File: config.mk
export PLATFORM = sky130hd
export DESIGN_NAME = fifo_burst_relay_flat
export DESIGN_NICKNAME = d
export VERILOG_FILES = /design/src/rtl/fifo_burst_relay_if.sv /design/src/rtl/fifo_burst_relay.sv /design/src/flat_wrapper.sv
export SDC_FILE = /design/constraint.sdc
export NUM_CORES = 1
export LEC_CHECK = 0
export ABC_CLOCK_PERIOD_IN_PS = 1640
export BUFFER_PORTS_ARGS = -buffer_cell sky130_fd_sc_hd__clkbuf_2
export CORE_UTILIZATION = 44
export DETAILED_ROUTE_END_ITERATION = 8
export PLACE_DENSITY = 0.74
export SLEW_MARGIN = 20
export SYNTH_ARGS = -nofsm -noshare
export SYNTH_HDL_FRONTEND = slang
export SYNTH_SLANG_ARGS = --single-unit
File: constraint.sdc
create_clock -name clk -period 1.64 [get_ports clk]
set_clock_uncertainty 0.05 [all_clocks]
set_input_delay 0.328 -clock clk [delete_from_list [all_inputs] [get_ports clk]]
set_output_delay 0.328 -clock clk [all_outputs]
set_load 0.02 [all_outputs]
File: src/rtl/fifo_burst_relay_if.sv
// Relay-to-FIFO bundle: rx FIFO head/flags/pop strobe and tx FIFO full flag/write port.
// The relay takes the master modport; the FIFO side (or a bench) takes the slave modport.
interface fifo_burst_relay_if #(
  parameter int DATA_W = 8
);
  logic              src_full;
  logic              src_empty;
  logic [DATA_W-1:0] src_data;
  logic              src_rd;
  logic              dst_full;
  logic [DATA_W-1:0] dst_data;
  logic              dst_wr;

  modport master (
    input  src_full, src_empty, src_data, dst_full,
    output src_rd, dst_data, dst_wr
  );

  modport slave (
    output src_full, src_empty, src_data, dst_full,
    input  src_rd, dst_data, dst_wr
  );
endinterface

File: src/rtl/fifo_burst_relay.sv
// Burst-drains the rx FIFO into the tx FIFO, one byte per READ/WRITE cycle pair, stalling in WRITE on dst_full.
// FIFO_RELAY_INVERT_EN: relay the bitwise complement of each byte instead of the byte itself.
module fifo_burst_relay #(
  parameter int DATA_W = 8,
  parameter int CNT_W  = 16
) (
  input  logic               clk,
  input  logic               reset,
  input  logic               start,
  fifo_burst_relay_if.master fifo,
  output logic               busy,
  output logic               burst_done,
  output logic [CNT_W-1:0]   burst_count
);

  typedef enum logic [1:0] {IDLE, READ, WRITE, DONE} state_t;

  state_t            state;
  state_t            state_nxt;
  logic [DATA_W-1:0] data_reg;
  logic [DATA_W-1:0] data_out;
  logic              burst_start;

  always_ff @(posedge clk or posedge reset) begin
    if (reset) state <= IDLE;
    else       state <= state_nxt;
  end

  // Empty is only checked in READ, so bytes landing mid-burst join the same burst.
  always_comb begin
    state_nxt = state;
    case (state)
      IDLE:    if ((fifo.src_full | start) & !fifo.src_empty) state_nxt = READ;
      READ:    state_nxt = fifo.src_empty ? DONE : WRITE;
      WRITE:   if (!fifo.dst_full) state_nxt = READ;
      DONE:    state_nxt = IDLE;
      default: state_nxt = IDLE;
    endcase
  end

`ifdef FIFO_RELAY_INVERT_EN
  assign data_out = ~data_reg;
`else
  assign data_out = data_reg;
`endif

  always_comb begin
    fifo.src_rd   = 1'b0;
    fifo.dst_wr   = 1'b0;
    fifo.dst_data = '0;
    busy          = (state != IDLE);
    burst_done    = (state == DONE);
    case (state)
      READ:  fifo.src_rd = !fifo.src_empty;
      WRITE: begin
        if (!fifo.dst_full) begin
          fifo.dst_wr   = 1'b1;
          fifo.dst_data = data_out;
        end
      end
      default: ;
    endcase
  end

  assign burst_start = (state == IDLE) && (state_nxt == READ);

  always_ff @(posedge clk or posedge reset) begin
    if (reset) begin
      data_reg    <= '0;
      burst_count <= '0;
    end else begin
      if (fifo.src_rd) data_reg <= fifo.src_data;
      if (burst_start)      burst_count <= '0;
      else if (fifo.dst_wr) burst_count <= burst_count + CNT_W'(1);
    end
  end

endmodule

File: src/flat_wrapper.sv
// flat-port wrapper written by rule: the top's interface ports become plain ports
module fifo_burst_relay_flat 
#(
  parameter int DATA_W = 8,
  parameter int CNT_W  = 16
)
  (clk, reset, start, busy, burst_done, burst_count, fifo_src_full, fifo_src_empty, fifo_src_data, fifo_dst_full, fifo_src_rd, fifo_dst_data, fifo_dst_wr);
  fifo_burst_relay_if #(.DATA_W(DATA_W)) fifo_i ();
  input  logic clk;
  input  logic reset;
  input  logic start;
  output logic busy;
  output logic burst_done;
  output logic [CNT_W-1:0] burst_count;
  input wire logic [$bits(fifo_i.src_full)-1:0] fifo_src_full;
  input wire logic [$bits(fifo_i.src_empty)-1:0] fifo_src_empty;
  input wire logic [$bits(fifo_i.src_data)-1:0] fifo_src_data;
  input wire logic [$bits(fifo_i.dst_full)-1:0] fifo_dst_full;
  output wire logic [$bits(fifo_i.src_rd)-1:0] fifo_src_rd;
  output wire logic [$bits(fifo_i.dst_data)-1:0] fifo_dst_data;
  output wire logic [$bits(fifo_i.dst_wr)-1:0] fifo_dst_wr;
  assign fifo_i.src_full = fifo_src_full;
  assign fifo_i.src_empty = fifo_src_empty;
  assign fifo_i.src_data = fifo_src_data;
  assign fifo_i.dst_full = fifo_dst_full;
  assign fifo_src_rd = fifo_i.src_rd;
  assign fifo_dst_data = fifo_i.dst_data;
  assign fifo_dst_wr = fifo_i.dst_wr;
  fifo_burst_relay #(.DATA_W(DATA_W), .CNT_W(CNT_W)) u_core (.clk(clk), .reset(reset), .start(start), .fifo(fifo_i), .busy(busy), .burst_done(burst_done), .burst_count(burst_count));
endmodule
==> results by group <==
Worst hold path
  – Worst hold path class: in2reg

Die
  – Initial Util: 46.6%
  – Num rows: 19
  – DIE WIDTH: 56.0 um
  – Core area: 2760 um^2
  – Die Height: 56.0 um
  – Number of top-level pins: 42
  – Die ar.: 3140 um^2

Pwr
  – Psw: 0.000915 W
  – Clock power share: 12.9%
  – Sw Ratio: 34.7%
  – Internal Dissipation: 0.00172 W
  – Logic pwr share: 52.7%
  – Leakage Power: 1.10 nW
  – Sequential Power Share: 34.4%
  – PwrDens: 1200 nW/um^2
  – Tot Pwr: 0.00264 W
  – Max VDD drop: 1.48 mV

Worst setup path
  – Crit-path cells: or3b_1 -> buf_6 -> inv_6 -> and2_4 -> buf_8
  – CP Capture Type: output pin
  – WP data required: 1260 ps
  – CP arrival: 1630 ps
  – CP max-delay cell: dfrtp_1
  – Critical path's top delay family: simple AND/OR/NAND/NOR gates
  – CP peak stage delay: 410 ps
  – Setup crit start kind: flop
  – Crit Path Class: reg2out
  – CP bufs+invs: 3
  – Max FO, Critical Path: 5

STA
  – Hold Fails Final Rpt: 0
  – Tightest Pin Transition: 341 ps
  – Fmax: 498 MHz
  – Final Max Slew Viols: 0
  – Fin crit period: 2010 ps
  – Hold WS: 171 ps
  – Relative slew slack: 77.2%
  – Setup WS post-layout: -367 ps
  – Final setup viols: 35
  – Final period utilization: 122%
  – RSZ-0062 raised after global routing: yes

Synthesis
  – Syn_nets: 135
  – Avg Cell Area, Syn: 10.7 um^2
  – Yosys top cell by area: dfrtp_1
  – Synthesized area: 1280 um^2
  – Synthesis Warnings: 0
  – Top-area cell type share of the netlist area: 50.6%
  – Largest cells by area after synthesis: dfrtp_1 (51%), mux2_2 (7.0%), and2_1 (4.4%)
  – Post-synthesis sequential area ratio: 50.6%
  – Distinct cell type count of the synthesized netlist: 33
  – Yosys reg bits: 26
  – Mapped Cells: 120

Clock tree
  – Clock Path Buffers: 2
  – H-tree lvl count: 1
  – CTS root buf: clkbuf_4
  – CTS tree: yes
  – TritonCTS Sinks: 26
  – Worst-Skew Late Latency: 330 ps
  – CTS buffer count: 3
  – Worst-path clk slew: 150 ps

Route
  – Initial DRT Pass Iterations: 5
  – M1 WL: 1.71 mm
  – DR WL met3: 240 um
  – Detailed-route via count: 1,309
  – DRT iter0 DRCs: 51
  – WL final: 4.27 mm
  – Highest metal used: met4
  – DRT antenna net count: 0
  – DRC viols: 0
  – DR WL/cell: 18.6 um
  – Met2 Wirelength: 2.18 mm
  – Vias per cell: 5.72

Final layout
  – Layout net count: 214
  – Synth-to-Final Area Change: 71.3%
  – N_diodes: 0
  – Finished Core Util: 79.8%
  – Layout cells sized above 1: 64.1%
  – Cell area after layout: 2200 um^2

Place
  – HPWL Detailed: 2.16 mm
  – Cell Area, Placed: 1740 um^2
  – Final GP Congestion: 0.801
  – I/O Buffers: 41

Global routing
  – GRT Overall Usage: 23.9%
  – Pin count of the biggest net entering global routing: 27
  – Antenna violations before repair: 0
  – First-pass GRT wire length: 5.81 mm
  – GRT Residual Overflow: 0
  – Vias in the first global route: 1,238

Outcome
  – Failing checks: setup timing
  – Outcome: finished, violations left

Flow run
  – Max Cap Violations: 0
## synth_stat cells, drive strengths merged
cell type	n
nor3	3
a211o	1
a311o	1
and3	1
o21ai	5
or3b	1
nor2b	2
nand3	4
inv	5
xor2	3
nand2	7
xnor2	6
a21oi	6
or2	1
nand4bb	1
or4	1
nor2	10
or3	5
and2	9
a31o	1
ha	1
nand2b	1
clkbuf	4
nand4	4
nand3b	1
dfrtp	26
mux2	8
nor4	2
## final timing paths
| check | endpoint | start | slack (ps) | depth (start not counted) |
|---|---|---|---|---|
| hold / removal | u_core.data_out[6]$_DFFE_PP0P_ | fifo_src_data[6] | 170 | 2 |
| hold reg to reg | u_core.burst_count[15]$_DFFE_PP0P_ | u_core.burst_count[15]$_DFFE_PP0P_ | 440 | 1 |
| setup reg to reg | u_core.burst_count[14]$_DFFE_PP0P_ | u_core.state[0]$_DFF_PP0_ | -310 | 6 |
| min in group asynchronous | u_core.data_out[2]$_DFFE_PP0P_ | reset | 510 | 4 |
| setup / recovery | fifo_dst_data[6] | u_core.state[0]$_DFF_PP0_ | -370 | 5 |
| max in group asynchronous | u_core.burst_count[3]$_DFFE_PP0P_ | reset | 750 | 4 |
## area by class of cell
class | count | area, um^2
fill | 166 | 557
timing repair inverter | 1 | 8.76
inverter | 5 | 26.3
sequential | 26 | 658
clock buffer | 4 | 36.3
timing repair buffer | 77 | 654
multi-input combinational | 85 | 778
tap | 31 | 38.8
## routing by layer
| metal | vias to the layer above | global-route usage, % |
|---|---|---|
| met4 | 0 | 13.9 |
| met1 | 656 | 29.5 |
| li1 | 571 | - |
| met3 | 18 | 3.95 |
| met5 | - | 0 |
| met2 | 64 | 39.5 |
## layout by cell type (no fill, tap or decap), types with 7 or more instances in the layout
cell and instances:
and2_4 9, buf_8 12, clkbuf_2 29, nor2_1 10, buf_6 7, nand2_1 7, buf_4 26, mux2_4 8
dfrtp_1 20
## registers in the layout (all words and copies together) (netlist names)
signal / cells
u_core.burst_count: 16
u_core.data_out: 8
u_core.state: 2
## what timing repair did
| action | CTS | global route |
|---|---|---|
| resized for setup | 32 | 47 |
| pin swaps | 9 | 8 |
| setup buffers | 6 | 9 |
| gates cloned | 1 | 1 |
| hold buffers | 1 | 0 |
| endpoints found under the hold margin | 26 | 0 |
| setup endpoints to repair | 19 | 37 |
## logic make-up after synthesis
kind of cell / Yosys count / synth area share, %
simple gates: 53 / 26.1
flops: 26 / 50.6
compound gates: 14 / 6.43
xor+xnor: 9 / 6.13
buf+inv: 9 / 2.73
mux: 8 / 7.01
fa+ha+maj: 1 / 0.974
## power groups by stage
stage	clock, W	sequential, W	combinational [W]
final	0.000340	0.000909	0.00139
after global routing	0.000362	0.000912	0.00146
after CTS	0.000335	0.000884	0.00104
after detailed placement	0	0.000902	0.000836
after global placement	0	0.000886	0.000813
after floorplan	0	0.000933	0.000521
## stage by stage
stage / setup TNS (ps) / worst slack [ps] / std cells
after floorplan: -577 / -68.8 / 120
after global placement: -869 / -79.4 / 209
after detailed placement: -1420 / -127 / 209
after CTS: -4630 / -347 / 221
after global routing: -8070 / -384 / 229
final: -7060 / -367 / 229
(Power assumes the default switching activity.)
